===== src/rtl/ext_bus_target.sv =====
// Byte-wide Microwatt external bus target backed by an internal word memory.
// Odd parity is checked on every inbound byte; errors abort with ERR_ACK and are counted.
module ext_bus_target #(
   parameter int unsigned ADDR_BYTES = 4,
   parameter int unsigned DATA_BYTES = 8,
   parameter int unsigned MEM_WORDS  = 16,
   parameter int unsigned READ_DELAY = 8
) (
   input  logic       clk,
   input  logic       rst,
   input  logic [7:0] bus_in,
   input  logic       bus_pty_in,
   output logic [7:0] bus_out,
   output logic       bus_pty_out,
   output logic       busy,
   output logic       err,
   output logic [7:0] err_count,
   input  logic       err_clr
);

   localparam int unsigned AW = ADDR_BYTES * 8;
   localparam int unsigned DW = DATA_BYTES * 8;
   localparam int unsigned TW = DW + 8;
   localparam int unsigned OW = $clog2(DATA_BYTES);
   localparam int unsigned IW = $clog2(MEM_WORDS);
   localparam int unsigned EW = (AW > OW + IW) ? AW : OW + IW;

   localparam logic [7:0] CMD_READ  = 8'h02;
   localparam logic [7:0] CMD_WRITE = 8'h03;
   localparam logic [7:0] READ_ACK  = 8'h82;
   localparam logic [7:0] WRITE_ACK = 8'h83;
   localparam logic [7:0] ERR_ACK   = 8'h8F;

   typedef enum logic [2:0] {S_IDLE, S_ADDR, S_SEL, S_DATA, S_DELAY, S_TX} state_t;

   state_t                state_q, state_d;
   logic [7:0]            cnt_q, cnt_d;
   logic [AW-1:0]         addr_q, addr_d;
   logic                  op_wr_q, op_wr_d;
   logic [DATA_BYTES-1:0] sel_q, sel_d;
   logic [DW-1:0]         wdata_q, wdata_d;
   logic [TW-1:0]         tx_q, tx_d;
   logic [7:0]            bus_out_q, bus_out_d;
   logic                  err_q, err_d;
   logic [7:0]            err_count_q, err_count_d;

   logic [DW-1:0] mem_q [MEM_WORDS];

   logic          pty_err;
   logic          mem_we;
   logic [AW+7:0] acat;
   logic [DW+7:0] wcat;
   logic [EW-1:0] addr_x;
   logic [IW-1:0] widx;
   logic [DW-1:0] rword;
   logic          unused_ok;

   // Address and write data shift in from the top so the first byte ends up in lane 0.
   always_comb begin
      pty_err = (bus_pty_in != ~^bus_in);
      acat    = {bus_in, addr_q} >> 8;
      wcat    = {bus_in, wdata_q} >> 8;
      addr_x  = EW'(addr_q);
      widx    = addr_x[OW +: IW];
      rword   = mem_q[widx];
   end

   assign unused_ok = ^{addr_x, acat[AW+7:AW], wcat[DW+7:DW]};

   always_comb begin
      state_d   = state_q;
      cnt_d     = cnt_q;
      addr_d    = addr_q;
      op_wr_d   = op_wr_q;
      sel_d     = sel_q;
      wdata_d   = wdata_q;
      tx_d      = tx_q;
      bus_out_d = '0;
      mem_we    = 1'b0;

      case (state_q)
         S_IDLE: begin
            if (bus_in == CMD_WRITE || bus_in == CMD_READ) begin
               state_d = S_ADDR;
               cnt_d   = 8'(ADDR_BYTES);
               addr_d  = '0;
               op_wr_d = (bus_in == CMD_WRITE);
            end
         end
         S_ADDR: begin
            addr_d = acat[AW-1:0];
            if (cnt_q == 8'd1) begin
               if (op_wr_q) begin
                  state_d = S_SEL;
               end else begin
                  state_d = S_DELAY;
                  cnt_d   = 8'(READ_DELAY);
               end
            end else begin
               cnt_d = cnt_q - 8'd1;
            end
         end
         S_SEL: begin
            sel_d   = bus_in[DATA_BYTES-1:0];
            state_d = S_DATA;
            cnt_d   = 8'(DATA_BYTES);
         end
         S_DATA: begin
            wdata_d = wcat[DW-1:0];
            if (cnt_q == 8'd1) begin
               mem_we  = 1'b1;
               state_d = S_TX;
               tx_d    = TW'(WRITE_ACK);
               cnt_d   = 8'd1;
            end else begin
               cnt_d = cnt_q - 8'd1;
            end
         end
         S_DELAY: begin
            if (cnt_q == 8'd1) begin
               state_d = S_TX;
               tx_d    = {rword, READ_ACK};
               cnt_d   = 8'(DATA_BYTES + 1);
            end else begin
               cnt_d = cnt_q - 8'd1;
            end
         end
         S_TX: begin
            bus_out_d = tx_q[7:0];
            tx_d      = tx_q >> 8;
            if (cnt_q == 8'd1) begin
               state_d = S_IDLE;
               cnt_d   = '0;
            end else begin
               cnt_d = cnt_q - 8'd1;
            end
         end
         default: state_d = S_IDLE;
      endcase

      // A bad byte outside TX overrides whatever the state wanted, including the memory write.
      if (pty_err && state_q != S_TX) begin
         state_d   = S_TX;
         tx_d      = TW'(ERR_ACK);
         cnt_d     = 8'd1;
         mem_we    = 1'b0;
         bus_out_d = '0;
      end
   end

   always_comb begin
      err_d       = err_q;
      err_count_d = err_count_q;
      if (err_clr) begin
         err_d       = 1'b0;
         err_count_d = '0;
      end else if (pty_err) begin
         err_d = 1'b1;
         if (err_count_q != 8'hFF) err_count_d = err_count_q + 8'd1;
      end
   end

   always_ff @(posedge clk) begin
      if (rst) begin
         state_q     <= S_IDLE;
         cnt_q       <= '0;
         addr_q      <= '0;
         op_wr_q     <= 1'b0;
         sel_q       <= '0;
         wdata_q     <= '0;
         tx_q        <= '0;
         bus_out_q   <= '0;
         err_q       <= 1'b0;
         err_count_q <= '0;
      end else begin
         state_q     <= state_d;
         cnt_q       <= cnt_d;
         addr_q      <= addr_d;
         op_wr_q     <= op_wr_d;
         sel_q       <= sel_d;
         wdata_q     <= wdata_d;
         tx_q        <= tx_d;
         bus_out_q   <= bus_out_d;
         err_q       <= err_d;
         err_count_q <= err_count_d;
      end
   end

   always_ff @(posedge clk) begin
      if (mem_we && !rst) begin
         for (int unsigned k = 0; k < DATA_BYTES; k++) begin
            if (sel_q[k]) mem_q[widx][k*8 +: 8] <= wcat[k*8 +: 8];
         end
      end
   end

   assign bus_out     = bus_out_q;
   assign bus_pty_out = ~^bus_out_q;
   assign busy        = (state_q != S_IDLE);
   assign err         = err_q;
   assign err_count   = err_count_q;

endmodule


===== config.mk =====
export PLATFORM = sky130hd
export DESIGN_NAME = ext_bus_target
export DESIGN_NICKNAME = d
export VERILOG_FILES = /design/src/rtl/ext_bus_target.sv
export SDC_FILE = /design/constraint.sdc
export NUM_CORES = 1
export LEC_CHECK = 0
export BUFFER_PORTS_ARGS = -buffer_cell sky130_fd_sc_hd__buf_2
export CORE_UTILIZATION = 45
export CTS_CLUSTER_DIAMETER = 100
export CTS_CLUSTER_SIZE = 24
export DETAILED_ROUTE_END_ITERATION = 16
export PLACE_DENSITY_LB_ADDON = 0.15
export SYNTH_ARGS = -nofsm -noshare
export SYNTH_HDL_FRONTEND = slang
export SYNTH_SLANG_ARGS = --single-unit

===== constraint.sdc =====
create_clock -name clk -period 7.9 [get_ports clk]
set_input_delay 0.395 -clock clk [delete_from_list [all_inputs] [get_ports clk]]
set_output_delay 0.395 -clock clk [all_outputs]
set_load 0.03 [all_outputs]

Yosys cells after proc, flatten, opt, wreduce, memory -nomap -nowiden
Memories as Yosys holds them, arrays and structs flattened. A register that Yosys moved wholly into a read port is not among the register bits. Cells that the tools add are included.

Bits in registers: 205. RAM bits: 1024. Bits of input ports: 12. Output and inout port bits: 19. Word-level logic and storage cells: 118. Memories: 1.

Add/sub/neg operators: 2. Eq/ne operators: 25. Multiplexer cells: 50. Bitwise operators: 1. Reductions and logical operators: 26.

Memories: mem_q (depth 16, bits a word 64, read ports 1, clocked after memory_dff 1, write ports 1, RTL line 47) `logic [DW-1:0] mem_q [MEM_WORDS];`.

Operator list (number): $pmux W72 S3 (1); $mux W72 (2); $pmux W32 S2 (1); $mux W8 (7); $pmux W8 S6 (1); $mux W32 (1); $mux W1 (28); $ne A3 B3 Y1 const B (7); $mux W3 (6); $eq A8 B2 Y1 const B (2); $reduce_xnor A8 Y1 (2); $pmux W3 S5 (1); $reduce_and A3 Y1 (4); $ne A2 B2 Y1 const B (5); $add A8 B1 Y8 const B (1); $eq A8 B1 Y1 const B (1); $mux W4 (2); $ne A8 B8 Y1 const B (1); $reduce_and A4 Y1 (2); $sub A8 B1 Y8 const B (1); $reduce_bool A7 Y1 (1); $eq A3 B2 Y1 const B (2); $eq A3 B3 Y1 const B (2); $reduce_and A2 Y1 (3); other kinds (16) (20).

Logic depth before layout (Yosys ltp)
Depth in word-level cells: 7. Gate-level depth with buffers: 9. Gate-level depth less buffers: 7.

Worst setup path after synthesis
OpenSTA, ideal clock, no wires.

Path kind: input-to-reg. From: in bus_in[0]. To: mem mem_q[12][0] in the netlist's numbering, enable pin. Library setup time: 0.371 ns. Data arrival time: 2.376 ns. Required time: 7.529 ns. Setup slack: 5.154 ns. Stages on the path: 9. Path buffers: 2. Cells stage by stage: inv_1 -> ha_1 -> xnor3_1 -> xnor2_2 -> a21oi_2 -> buf_4 -> nand2_2 -> buf_2 -> nor2_1.

Word-level cells in the longest chain between the ends: 7.

RTL lines: from (decl) (RTL line 11) `input logic [7:0] bus_in,`; $reduce_xnor A8 Y1 (RTL line 60) `pty_err = (bus_pty_in != ~^bus_in);`; $ne A1 B1 Y1 (RTL line 60); $logic_and A1 B1 Y1 (RTL line 142) `if (pty_err && state_q != S_TX) begin`; $mux W1 (RTL line 142); $logic_and A1 B1 Y1 (RTL line 190) `if (mem_we && !rst) begin`; $mux W1 (RTL line 190); $mux W1 (implied by the code) (RTL line 192) `if (sel_q[k]) mem_q[widx][k*8 +: 8] <= wcat[k*8 +: 8];`; to (decl) (RTL line 47).

No other way between the ends.

Final worst setup path
From: reg state_q[0]. To: mem mem_q[5][23] in the netlist's numbering, enable pin.

Word-level cells in the longest chain between the ends: 6. Elaborated cells on any way between the ends: 8. Classes of those cells: eq/ne: 2; mux: 4; reduce/logical: 2.

RTL lines: from (decl) (RTL line 36) `state_t state_q, state_d;`; from (signal assigned) (RTL line 176) `state_q <= state_d;`; $eq A3 B2 Y1 / $ne A3 B3 Y1 (equally long branches) (RTL line 81, 142); $mux W1 / $logic_and A1 B1 Y1 (equally long branches) (RTL line 81, 142); $mux W1 * (RTL line 142); $logic_and A1 B1 Y1 * (RTL line 190); $mux W1 * (RTL line 190); $mux W1 (implied by the code) * (RTL line 192).

Mark *: on every way between the ends. The rest lies on a longest branch, timed or not.

==> impl_metrics.json <==
{
  "worstMarginPinSlew_ps": 1240,
  "relSlewSlack_pct": 17.3,
  "arrival_ps": 4940,
  "skew_ps": 27.5,
  "post_cts_buffers": 0,
  "grt_pass1_vias": 24200,
  "vias": 24100,
  "routed_via_density": 5.93,
  "drc": 0,
  "period_needed_ps": 4620,
  "synth_edf_count": 1024,
  "rows": 118,
  "ir_drop_uv": 165,
  "status": "finished clean",
  "min_path_type": "input pin to flip-flop",
  "drt-initial-drc-count": 2745,
  "hpwlAfterDp_mm": 72.8,
  "synth_cell_types": 66,
  "final_hold_viol_count": 0,
  "synthesis.instances": 2682,
  "synth_seq_cells": 1209,
  "power.density_nw_per_um2": 231,
  "placedCellCount": 3954,
  "clock_path_buffers": 3,
  "final_cells": 4060,
  "core_area_um2": 104000,
  "io_buffers": 30,
  "clock-root-buffer": "clkbuf_16",
  "cp_data_required_time_ps": 8220,
  "slew_violations": 0,
  "antenna_cells": 0,
  "place.gp.congestion": 0.884,
  "routed_wl_mm": 116,
  "io_pins": 31,
  "rsz0062_at_grt": "no",
  "p_leak_nw": 15.0,
  "cts_resized": 0,
  "detail_route.wl_per_cell_um": 28.6,
  "syn_area_um2": 47200,
  "synth_fp_nets": 2702,
  "multi_input_area_um2": 11900,
  "fp.dieW_um": 326,
  "antenna_found_initial": 2,
  "finalCritPeriodShare_pct": 58.5,
  "fmax_mhz": 216,
  "syn_avg_cell_area_um2": 17.6,
  "cap_viol_max_count": 0,
  "finalSetupViolations": 0,
  "area.growth.synth_to_final_pct": 6.32,
  "total_power_mw": 11.6,
  "fin_setup_tns_ps": 0,
  "grt-ovfl-total": 0,
  "postCtsHoldBufs": 0,
  "layout-drive-gt1-share_pct": 18.0,
  "synthArstFlopShare_pct": 0,
  "start_util_pct": 45.5,
  "ant_nets": 0,
  "critical_path_class": "flip-flop to flip-flop",
  "worstSkewPairLatency_ps": 700,
  "cp_max_fo": 57,
  "firstDrtPassIters": 5,
  "track_usage_pct": 22.0,
  "fp.dieArea_um2": 106000,
  "cp-end-kind": "flip-flop",
  "synth_top_flop_cell": "edfxtp_1",
  "dpl_worst_slack_ps": 3400,
  "cts_buffers": 56,
  "die-height_um": 326,
  "grt_max_degree": 161,
  "cts_tree": "built",
  "register_area_um2": 34500,
  "final_nets": 2652,
  "cts_num_sinks": 1209,
  "htree_levels": 2,
  "ys_warn_count": 0,
  "grt_first_pass_wirelength_mm": 170,
  "n_fill_cell": 8545,
  "yosysSeqAreaShare_pct": 73.0,
  "path_clk_slew_ps": 110,
  "start_kind": "flip-flop",
  "timing.final.ws_setup_ps": 3280
}
critical path, stage by stage, from the launching register on:
cell and delay (ps):
dfxtp_2 650, buf_4 480, clkinv_1 420, nor2_4 190
buf_4 570, and4_1 370, nand2_1 650, nor2_1 840
layer usage:
metal / routed length, um / up-vias / global-route usage (%)
met1: 50500 / 12700 / 32.1
met2: 55300 / 913 / 35.0
met5: 0 / - / 0
li1: - / 10400 / -
met3: 7350 / 135 / 3.25
met4: 2830 / 0 / 5.22
state kept, by name, indices dropped and copies added, names as in the netlist, named ones only:
signal,count
mem_q,1024
tx_q,72
wdata_q,56
addr_q,16
bus_out,8
cnt_q,8
err_count,8
sel_q,8
state_q,3
err,1
op_wr_q,1
report_power, final:
group,switching [mW],internal (mW)
Clock,1.93,1.40
Combinational,0.826,0.385
Sequential,0.123,6.94
cell usage after synthesis (2+ instances only):
master     instances  area share, %
edfxtp_1        1024             65
nor2_1           353            2.8
mux4_2           256             12
dfxtp_1          185            7.8
nand2_1          142            1.1
o21ai_0          122            1.3
a21oi_1           72           0.76
clkbuf_1          65           0.52
mux2i_1           64            1.4
mux2_2            56            1.3
a221oi_1          47           0.87
buf_2             38           0.40
buf_1             29           0.23
a221oi_2          20           0.64
a22oi_1           20           0.32
buf_4             17           0.27
xnor2_1           14           0.26
nor3_1            13           0.14
buf_6             12           0.29
inv_1             12          0.095
and2_1            11           0.15
nand3_1            9          0.095
a22o_1             8           0.15
ha_1               8           0.21
o2bb2ai_1          8           0.15
nand2_2            7          0.093
nor2b_1            7          0.093
clkbuf_2           5          0.053
nor4_1             5          0.066
a31oi_1            4          0.053
and3_1             4          0.053
or3_1              4          0.053
a211oi_1           2          0.032
nand2b_1           2          0.027
nor3b_1            2          0.032
o211ai_1           2          0.032
o221a_2            2          0.048
o31ai_1            2          0.032
xor2_1             2          0.037
stage by stage:
stage	instance area [um2]	hold slack, ps	util, %
after detailed placement	48500	450	46.7
after global routing	50200	132	48.3
after floorplan	47200	431	-
after CTS	50200	100	48.3
final	50200	141	48.3
after global placement	48500	459	46.7
final timing paths:
kind                                endpoint  slack, ps       start  depth (start not counted)
worst max-delay path            mem_q[5][23]       3280  state_q[0]                          7
worst min register to register      tx_q[67]        480    tx_q[67]                          1
worst max register to register  mem_q[5][23]       3280  state_q[0]                          7
worst min-delay path             wdata_q[57]        140   bus_in[1]                          3
cells in the final DEF, fill, tap and decap left out, types with 3 or more instances in the layout:
| cell | netlist | final |
|---|---|---|
| edfxtp_1 | 1024 | 1024 |
| nor2_1 | 353 | 352 |
| mux4_2 | 256 | 256 |
| dfxtp_1 | 185 | 181 |
| nand2_1 | 142 | 139 |
| o21ai_0 | 122 | 122 |
| a21oi_1 | 72 | 72 |
| mux2i_1 | 64 | 64 |
| clkbuf_16 | 0 | 58 |
| mux2_2 | 56 | 56 |
| a221oi_1 | 47 | 47 |
| clkbuf_1 | 65 | 44 |
| buf_2 | 38 | 29 |
| buf_4 | 17 | 27 |
| a22oi_1 | 20 | 20 |
| a221oi_2 | 20 | 20 |
| xnor2_1 | 14 | 14 |
| nor3_1 | 13 | 13 |
| inv_1 | 12 | 12 |
| and2_1 | 11 | 11 |
| nand2_2 | 7 | 10 |
| nand3_1 | 9 | 9 |
| a22o_1 | 8 | 8 |
| o2bb2ai_1 | 8 | 8 |
| ha_1 | 8 | 8 |
| nor2b_1 | 7 | 7 |
| nor4_1 | 5 | 5 |
| a31oi_1 | 4 | 4 |
| or3_1 | 4 | 3 |
| dfxtp_4 | 0 | 3 |
| inv_6 | 0 | 3 |
area by class of cell:
| cell class | instances | area share, % |
|---|---|---|
| multi-input cells | 1294 | 23.7 |
| inverters | 13 | 0.0973 |
| clock buffers | 102 | 3.22 |
| clock inverters | 4 | 0.0624 |
| well taps | 1380 | 3.44 |
| repair buffers | 58 | 0.773 |
| flip-flops and latches | 1209 | 68.7 |
kinds of logic (layout without fill, tap and decap cells):
kind of cell	after synthesis	count (layout)	share of synthesized area (%)
muxes	376	376	14.9
xor gates and xnor gates	18	18	0.379
and+or+nand+nor	571	571	5.00
adders and majority gates	8	8	0.212
buffers and inverters	179	177	1.86
AOI/OAI and AO/OA	321	321	4.60
DFF	1209	1209	73.0
Power figures use the tool's default switching activity.
